[src/rtl/gray_pkg.sv]
// Shared helpers for the Gray-code counter family: width-generic conversions
// operate on MAX_WIDTH-bit vectors and are truncated by the caller.
package gray_pkg;

    localparam int MAX_WIDTH = 32;

    function automatic logic [MAX_WIDTH-1:0] bin2gray(input logic [MAX_WIDTH-1:0] b);
        return b ^ (b >> 1);
    endfunction

    // Each binary bit is the XOR of all Gray bits at or above it.
    function automatic logic [MAX_WIDTH-1:0] gray2bin(input logic [MAX_WIDTH-1:0] g);
        logic [MAX_WIDTH-1:0] b;
        b[MAX_WIDTH-1] = g[MAX_WIDTH-1];
        for (int i = MAX_WIDTH - 2; i >= 0; i--) begin
            b[i] = b[i+1] ^ g[i];
        end
        return b;
    endfunction

endpackage

[src/rtl/gray_enc.sv]
// Combinational binary-to-Gray encoder of arbitrary width.
module gray_enc
    import gray_pkg::*;
#(
    parameter int WIDTH = 3
) (
    input  logic [WIDTH-1:0] bin,
    output logic [WIDTH-1:0] gray
);

    assign gray = WIDTH'(bin2gray(MAX_WIDTH'(bin)));

endmodule

[src/rtl/gray_counter_n.sv]
// Up/down Gray-code counter with enable, synchronous load, wrap or saturate
// at the ends, a registered wrap pulse and a combinational terminal flag.
module gray_counter_n
    import gray_pkg::*;
#(
    parameter int WIDTH    = 3,
    parameter bit SATURATE = 1'b0
) (
    input  logic             clk,
    input  logic             rst,
    input  logic             en,
    input  logic             up,
    input  logic             load,
    input  logic [WIDTH-1:0] load_val,
    output logic [WIDTH-1:0] gray,
    output logic [WIDTH-1:0] bin,
    output logic             wrap,
    output logic             term
);

    logic [WIDTH-1:0] bin_q;
    logic [WIDTH-1:0] gray_q;
    logic             wrap_q;
    logic [WIDTH-1:0] bin_step;
    logic [WIDTH-1:0] gray_step;
    logic [WIDTH-1:0] gray_load;
    logic             wrap_step;
    logic             at_max;
    logic             at_zero;

    assign at_max  = (bin_q == {WIDTH{1'b1}});
    assign at_zero = (bin_q == '0);

    // Candidate next value for an enabled step; saturation simply keeps bin_q.
    always_comb begin
        bin_step  = bin_q;
        wrap_step = 1'b0;
        if (up) begin
            if (!at_max) begin
                bin_step = bin_q + WIDTH'(1);
            end else if (!SATURATE) begin
                bin_step  = '0;
                wrap_step = 1'b1;
            end
        end else begin
            if (!at_zero) begin
                bin_step = bin_q - WIDTH'(1);
            end else if (!SATURATE) begin
                bin_step  = '1;
                wrap_step = 1'b1;
            end
        end
        // A one-bit wrapping counter wraps on every step, in either direction.
        if (WIDTH == 1 && !SATURATE) begin
            wrap_step = 1'b1;
        end
    end

    gray_enc #(.WIDTH(WIDTH)) u_enc_step (
        .bin  (bin_step),
        .gray (gray_step)
    );

    gray_enc #(.WIDTH(WIDTH)) u_enc_load (
        .bin  (load_val),
        .gray (gray_load)
    );

    always_ff @(posedge clk or posedge rst) begin
        if (rst) begin
            bin_q  <= '0;
            gray_q <= '0;
            wrap_q <= 1'b0;
        end else if (load) begin
            bin_q  <= load_val;
            gray_q <= gray_load;
            wrap_q <= 1'b0;
        end else if (en) begin
            bin_q  <= bin_step;
            gray_q <= gray_step;
            wrap_q <= wrap_step;
        end else begin
            wrap_q <= 1'b0;
        end
    end

    assign gray = gray_q;
    assign bin  = bin_q;
    assign wrap = wrap_q;
    assign term = up ? at_max : at_zero;

endmodule
[config.mk]
export PLATFORM = sky130hd
export DESIGN_NAME = gray_counter_n
export DESIGN_NICKNAME = d
export VERILOG_FILES = /design/src/rtl/gray_pkg.sv /design/src/rtl/gray_enc.sv /design/src/rtl/gray_counter_n.sv
export SDC_FILE = /design/constraint.sdc
export NUM_CORES = 1
export LEC_CHECK = 0
export BUFFER_PORTS_ARGS = -buffer_cell sky130_fd_sc_hd__buf_2
export CELL_PAD_IN_SITES_DETAIL_PLACEMENT = 2
export CELL_PAD_IN_SITES_GLOBAL_PLACEMENT = 2
export CORE_ASPECT_RATIO = 1.2
export CORE_UTILIZATION = 28
export CTS_CLUSTER_SIZE = 30
export DETAILED_ROUTE_END_ITERATION = 8
export PLACE_DENSITY_LB_ADDON = 0.1
export RECOVER_POWER = 100
export SYNTH_ARGS = -nofsm -noshare
export SYNTH_HDL_FRONTEND = slang
export SYNTH_SLANG_ARGS = --single-unit
[constraint.sdc]
create_clock -name clk -period 2.8 [get_ports clk]
set_input_delay 0.28 -clock clk [delete_from_list [all_inputs] [get_ports clk]]
set_output_delay 0.28 -clock clk [all_outputs]
set_load 0.02 [all_outputs]
==> load_flow_metrics.sql, run 1 <==
INSERT INTO impl_metrics (metric_group, metric, value, unit) VALUES
('clocking', 'cts_resized', '0', ''),
('layout', 'layout.area.seq', '150', 'µm²'),
('place', 'routabilityCongestion', '0.670', ''),
('clocking', 'h-tree-depth', '1', ''),
('layout', 'layout.filler_cells', '166', ''),
('worst_hold_path', 'worst_hold_path.num_cells', '2', ''),
('layout', 'layout.cells.most_common', 'clkbuf_1', ''),
('setup_path', 'path_class', 'reg2out', ''),
('power', 'clock_power_share', '27.8', '%'),
('power', 'power.ir.vdd_worst', '0.240', 'mV'),
('setup_path', 'cp_num_cells', '5', ''),
('place', 'portBuffers', '15', ''),
('clocking', 'cts.path.max_buffers', '2', ''),
('setup_path', 'rr_endpoint', 'bin[2]', ''),
('setup_path', 'worst-endpoint-required', '2.52', 'ns'),
('synthesis', 'mappedNetlistNets', '61', ''),
('setup_path', 'critPathMaxFanout', '4', ''),
('power', 'total_internal_power', '0.000188', 'W'),
('power', 'switching_power', '0.000113', 'W'),
('clocking', 'clkLatencyLatePin', '0.25', 'ns'),
('timing', 'rsz0062_at_grt', 'false', ''),
('timing', 'finalSetupViolCount', '0', ''),
('setup_path', 'reg2reg_setup_slack', '1.05', 'ns'),
('setup_path', 'worstSetupEndpointType', 'primary output', ''),
('power', 'power_frac_comb', '36.2', '%'),
('grt', 'grt_antenna_before_repair', '0', ''),
('synthesis', 'yosys_register_bits', '6', ''),
('setup_path', 'crit_path_end', 'term', ''),
('clocking', 'cts_root_buf', 'clkbuf_4', ''),
('clocking', 'holdBufCountCts', '1', ''),
('setup_path', 'startpoint_of_the_lowest_slack_register_to_register_path', 'bin[0]', ''),
('setup_path', 'critical_path_buf_inv_count', '2', ''),
('setup_path', 'setup_crit_start', 'bin[0]', ''),
('setup_path', 'crit_path_cell_trace', 'inv_1, ha_1, nand2b_2, o21ai_0, clkbuf_1', ''),
('run_status', 'status', 'finished clean', ''),
('floorplanning', 'io-pin-count', '16', ''),
('timing', 'hold_slack', '0.264', 'ns'),
('synthesis', 'seq_area_frac_synth', '33.4', '%'),
('timing', 'slew_headroom', '68.0', '%'),
('setup_path', 'critical_path_source_type', 'flip-flop', ''),
('timing', 'finalCritPeriodShare', '64.4', '%'),
('route', 'routed_via_density', '5.26', ''),
('layout', 'num-nets-final', '79', ''),
('floorplanning', 'initial_core_utilization', '30.7', '%'),
('timing', 'hold_viol', '0', ''),
('clocking', 'cts_tree', 'done', ''),
('timing', 'timing.fmax', '0.555', 'GHz'),
('place', 'dpl.hpwl', '958', 'µm'),
('setup_path', 'timing.critical_path.max_delay_family', 'flip-flops', ''),
('layout', 'layout_common_cells', '8 x clkbuf_1, 7 x buf_2, 6 x dfrtp_1, 4 x nor3_1, 4 x ha_1', ''),
('layout', 'postLayoutCoreUtil', '37.3', '%'),
('setup_path', 'crit_slowest_cell', 'dfrtp_1', ''),
('flow_run', 'maxCapViolations', '0', ''),
('route', 'per_cell_routed_wire_length', '14.8', 'µm'),
('worst_hold_path', 'worst_hold_startpoint', 'load_val[2]', ''),
('power', 'power_switching_share', '37.4', '%'),
('power', 'leakagePower', '0.250', 'nW'),
('setup_path', 'crit_path_max_incr_delay', '0.41', 'ns'),
('power', 'sequential_group_share_of_total_power', '36.1', '%'),
('clocking', 'cts_inserted_buffers', '3', ''),
('layout', 'share_of_final_layout_standard_cells_stronger_than_drive_strength_1', '16.9', '%'),
('route', 'drt_first_iter_violations', '6', ''),
('synthesis', 'synthCells', '49', ''),
('grt', 'first_global_vias', '423', ''),
('clocking', 'clk_transition_reported_paths', '0.05', 'ns'),
('timing', 'fin_setup_tns', '0', 'ns'),
('route', 'route.final.wire_length', '1.21', 'mm'),
('synthesis', 'syn_area_per_cell', '9.17', 'µm²'),
('synthesis', 'synth_warnings', '0', ''),
('clocking', 'post_cts_buffers', '0', ''),
('power', 'power.density_cell_area', '551', 'nW/µm²');
## kinds of logic (layout without fill, tap and decap cells)
kind of cell / count (synthesis) / after routing / share of synthesized area, %
simple gates: 18 / 18 / 23.7
flops: 6 / 6 / 33.4
compound gates: 12 / 12 / 19.2
mux: 1 / 1 / 2.23
fa+ha+maj: 4 / 4 / 11.1
xor+xnor: 2 / 2 / 3.90
buf+inv: 6 / 22 / 6.41
## metal layers
metal,vias up,global-route usage (%),share of wire [%]
met5,-,0,0
met4,0,10.3,2.6
met3,4,4.41,4.5
met2,11,26.3,48
met1,208,21.4,45
li1,208,-,-
## worst reg2reg max path: stages, from the launching register on
cell	delay, ns
dfrtp_1	0.39
inv_1	0.10
ha_1	0.23
or3_1	0.35
a22oi_1	0.28
a211oi_1	0.13
a21o_1	0.16
## power by group through the flow
stage                     Sequential (W)  Combinational [W]   Clock, W
after global routing            0.000111           0.000122  0.0000906
after CTS                       0.000109           0.000117  0.0000865
after global placement          0.000109           0.000115          0
after floorplan                 0.000123          0.0000648          0
final                           0.000108           0.000109  0.0000835
after detailed placement        0.000110           0.000115          0
## state kept, by name, indices dropped and copies added, names as in the netlist
| name | count |
|---|---|
| gray | 2 |
| wrap | 1 |
| bin | 3 |
## synthesized netlist by cell type (all sizes together)
library cell  number  area (µm²)
nand3              2        10.0
or3                2        12.5
a21oi              2        10.0
a22oi              2        15.0
nor2b              2        12.5
xor2               1        8.76
nor3b              1        7.51
and2               1        6.26
o21ai              2        10.0
nor2               1        3.75
a32o               1        10.0
o31ai              1        7.51
xnor2              1        8.76
a211o              1        8.76
mux2i              1        10.0
buf                3        17.5
nor3               4        25.0
nand2              2        7.51
nand2b             3        21.3
inv                3        11.3
a211oi             1        7.51
ha                 4        50.1
a21o               1        7.51
dfrtp              6         150
a221o              1        10.0
## how the worst min path moves through the flow
stage	end	slack [ns]
after floorplan	bin[0]	0.07
after global placement	gray[1]	0.22
after detailed placement	gray[0]	0.22
after CTS	bin[2]	0.26
after global routing	bin[2]	0.27
final	bin[2]	0.26
## cell type report
cell class,instances,share of cell area [%]
repair buffers,16,13.8
inverters,3,2.06
flip-flops and latches,6,27.5
clock buffers,3,4.13
multi-input cells,37,48.6
well taps,17,3.90
## stage by stage
| step | area, µm² | std cells | worst slack (ns) |
|---|---|---|---|
| final | 546 | 82 | 0.997 |
| after global routing | 546 | 82 | 0.861 |
| after CTS | 561 | 82 | 0.995 |
| after detailed placement | 528 | 78 | 1.02 |
| after global placement | 528 | 78 | 1.02 |
| after floorplan | 449 | 49 | 1.11 |
(Power assumes the default switching activity.)
==> inputs of run 2 (changes only) <==
- ABC_AREA: unset -> 1
- CORE_UTILIZATION: 28 -> 24
- clock period: 2.8 -> 1.8 ns (I/O delays scaled with it)
==> run 2 against run 1 <==
  * Sequential share of layout area shrank 3.7 points
  * Final area rose by 16%
  * Power rose by 72%
  * Critical path type unchanged
  * Count of clock-buffer cells in the layout stayed put
  * Worst setup slack worse by 0.84 ns
  * Synthesized cell count increased by 55%
  * Synthesized area rose by 11%
  * Sequential cell count unchanged
  * Clock power is 50% higher
  * Register-to-register slack got worse by 0.78 ns
  * The flow now finishes with violations (design-rule violations)
==> load_flow_metrics.sql, run 2 <==
INSERT INTO impl_metrics (metric_group, metric, value, unit) VALUES
('run_status', 'status', 'complete, but fails checks', ''),
('run_status', 'failed_checks', 'design-rule violations', ''),
('synthesis', 'yosysMostFrequentCell', 'nand2_1', ''),
('layout', 'layout.cells.most_common', 'nand2_1', ''),
('grt', 'globalRoute.totalOverflow', '0', ''),
('timing', 'timing.final.crit_period', '1.64', 'ns'),
('setup_path', 'worstPathArrival', '1.46', 'ns'),
('layout', 'flip_flop_count_of_the_largest_register_after_layout', '3', ''),
('flow_run', 'maxCapViolations', '0', ''),
('clocking', 'cts_root_buf', 'clkbuf_4', ''),
('place', 'portBuffers', '15', ''),
('synthesis', 'synth_enable_flop_cells', '0', ''),
('layout', 'num-nets-final', '110', ''),
('timing', 'finalSetupViolCount', '0', ''),
('clocking', 'clkSinkCount', '6', ''),
('timing', 'timing.fmax', '0.608', 'GHz'),
('floorplanning', 'die_x', '43.5', 'µm'),
('route', 'route.final.wire_length', '1.61', 'mm'),
('floorplanning', 'io-pin-count', '16', ''),
('clocking', 'cts_inserted_buffers', '3', ''),
('route', 'routed_via_density', '4.96', ''),
('grt', 'track_usage', '17.1', '%'),
('setup_path', 'worstSetupEndpointType', 'primary output', ''),
('floorplanning', 'core', '1890', 'µm²'),
('power', 'power.density_cell_area', '820', 'nW/µm²'),
('route', 'per_cell_routed_wire_length', '14.0', 'µm'),
('synthesis', 'ys.flop_type', 'dfrtp_1', ''),
('timing', 'slew_headroom', '72.9', '%'),
('floorplanning', 'die_height', '51.8', 'µm'),
('timing', 'fin_setup_tns', '0', 'ns'),
('route', 'via_count', '570', ''),
('timing', 'setup_ws', '0.156', 'ns'),
('clocking', 'clk_transition_reported_paths', '0.05', 'ns'),
('grt', 'grt_antenna_before_repair', '0', ''),
('layout', 'layout.area.seq', '150', 'µm²'),
('power', 'design_power_total', '0.000517', 'W'),
('clocking', 'cts_tree', 'done', ''),
('layout', 'multi_input_comb_area', '292', 'µm²'),
('setup_path', 'path_class', 'reg2out', ''),
('synthesis', 'yosys_register_bits', '6', ''),
('layout', 'area_growth_syn_to_layout', '27.0', '%'),
('layout', 'share_of_final_layout_standard_cells_stronger_than_drive_strength_1', '21.9', '%'),
('route', 'drt_first_iter_violations', '8', ''),
('floorplanning', 'die-area', '2260', 'µm²'),
('timing', 'tightest_slew', '0.405', 'ns'),
('route', 'drcViolationCount', '6', ''),
('floorplanning', 'initial_core_utilization', '26.2', '%'),
('synthesis', 'synthDominantCellAreaShare', '30.2', '%'),
('layout', 'number_of_diodes', '0', ''),
('grt', 'grt_start_max_net_pins', '9', ''),
('worst_hold_path', 'worst_hold_path_type', 'in2reg', ''),
('route', 'remaining_number_of_nets_flagged_by_the_antenna_check_after_routing', '0', ''),
('synthesis', 'synthCells', '76', ''),
('synthesis', 'yosysTopAreaCell', 'dfrtp_1', ''),
('power', 'power.ir.vdd_worst', '0.667', 'mV'),
('synthesis', 'synth_warnings', '0', ''),
('grt', 'first_pass_grt_wire_length', '2.79', 'mm'),
('synthesis', 'mappedNetlistNets', '88', ''),
('grt', 'first_global_vias', '562', ''),
('clocking', 'clkLatencyLatePin', '0.24', 'ns'),
('timing', 'rsz0062_at_grt', 'false', ''),
('place', 'place_ws', '0.275', 'ns'),
('power', 'leakagePower', '0.350', 'nW'),
('synthesis', 'synthTopCellsByArea', 'dfrtp_1 30%, nand2_1 19%, ha_1 10%, inv_1 7.6%, nor2_1 7.6%', ''),
('floorplanning', 'placement_rows', '17', ''),
('clocking', 'h-tree-depth', '1', ''),
('timing', 'slew_violations', '0', ''),
('layout', 'layout.filler_cells', '235', ''),
('synthesis', 'mappedNetlistArea', '497', 'µm²'),
('layout', 'stdcell_area', '631', 'µm²'),
('setup_path', 'critPathMaxFanout', '5', ''),
('place', 'dpl.hpwl', '1.30', 'mm'),
('place', 'routabilityCongestion', '0.745', ''),
('layout', 'layout_common_cells', '25 x nand2_1, 10 x inv_1, 9 x nor2_1, 7 x clkbuf_1', ''),
('synthesis', 'seq_area_frac_synth', '30.2', '%'),
('setup_path', 'critical_path_source_type', 'flip-flop', ''),
('synthesis', 'ys_async_sr_fraction', '100', '%'),
('synthesis', 'syn_area_per_cell', '6.54', 'µm²'),
('synthesis', 'synthDistinctLibCells', '16', ''),
('timing', 'hold_viol', '0', ''),
('route', 'firstDrtPassIters', '5', ''),
('timing', 'finalCritPeriodShare', '91.3', '%'),
('place', 'placed_area', '588', 'µm²'),
('clocking', 'cts.path.max_buffers', '2', ''),
('timing', 'clock_skew', '0.00207', 'ns'),
('synthesis', 'synth.top_cells.by_count', '25 x nand2_1, 10 x inv_1, 10 x nor2_1', ''),
('setup_path', 'worst-endpoint-required', '1.62', 'ns');
run 2: cell type report:
type / instances / area share (%)
inverter: 13 / 7.74
multi-input combinational: 56 / 46.2
timing repair buffer: 18 / 14.9
clock buffer: 3 / 3.57
sequential: 6 / 23.8
tap: 19 / 3.77
run 2: repair_timing:
item                                    CTS  global route
endpoints found under the hold margin     6             0
setup buffers                             0             2
resized for setup                         0             4
endpoints found under the setup margin    0             1
hold buffers                              1             0
run 2: metrics by stage:
step                cells  utilization, %  hold WS, ns
finish                115            33.3        0.200
global route          115            33.3        0.213
CTS                   113            32.8        0.200
detailed placement    109            31.1        0.104
global placement      109            31.1        0.102
floorplan              76               -      -0.0290
run 2: cells by family (layout without fill, tap and decap cells):
logic type | after synthesis | count (layout) | share of synthesized area (%)
adders and majority gates | 4 | 4 | 10.1
AOI/OAI and AO/OA | 9 | 9 | 11.3
buffers and inverters | 14 | 34 | 11.3
and+or+nand+nor | 43 | 43 | 37.0
DFF | 6 | 6 | 30.2
run 2: final timing paths:
| check | startpoint | endpoint | slack [ns] | cells after the start |
|---|---|---|---|---|
| min in group asynchronous | rst | bin[2] | 0.42 | 3 |
| min reg2reg | gray[0] | gray[0] | 0.48 | 2 |
| max reg2reg | bin[0] | gray[1] | 0.27 | 8 |
| max in group asynchronous | rst | gray[1] | 1.19 | 3 |
| min | en | wrap | 0.20 | 3 |
| max | bin[0] | term | 0.16 | 7 |
run 2: where the power goes:
| part | switching, W | leakage, nW | internal (W) |
|---|---|---|---|
| clock | 0.0000494 | 0.0138 | 0.0000755 |
| sequential | 0.0000215 | 0.0735 | 0.000155 |
| combinational | 0.000141 | 0.262 | 0.0000751 |
| total | 0.000212 | 0.350 | 0.000305 |
run 2: per-layer routing:
layer	share of wire (%)	track usage [%]	vias to the layer above
met5	0	0	-
met4	0.81	3.13	0
met3	4.1	4.17	2
met2	51	30.1	16
met1	44	21.2	273
li1	-	-	279
run 2: worst max-delay path, cell delays in order (launching register included):
cell and delay, ns:
dfrtp_1 0.42, inv_1 0.11, ha_1 0.19, inv_1 0.06, nor2_2 0.11, nand2_1 0.09
o21ai_2 0.08, buf_4 0.16
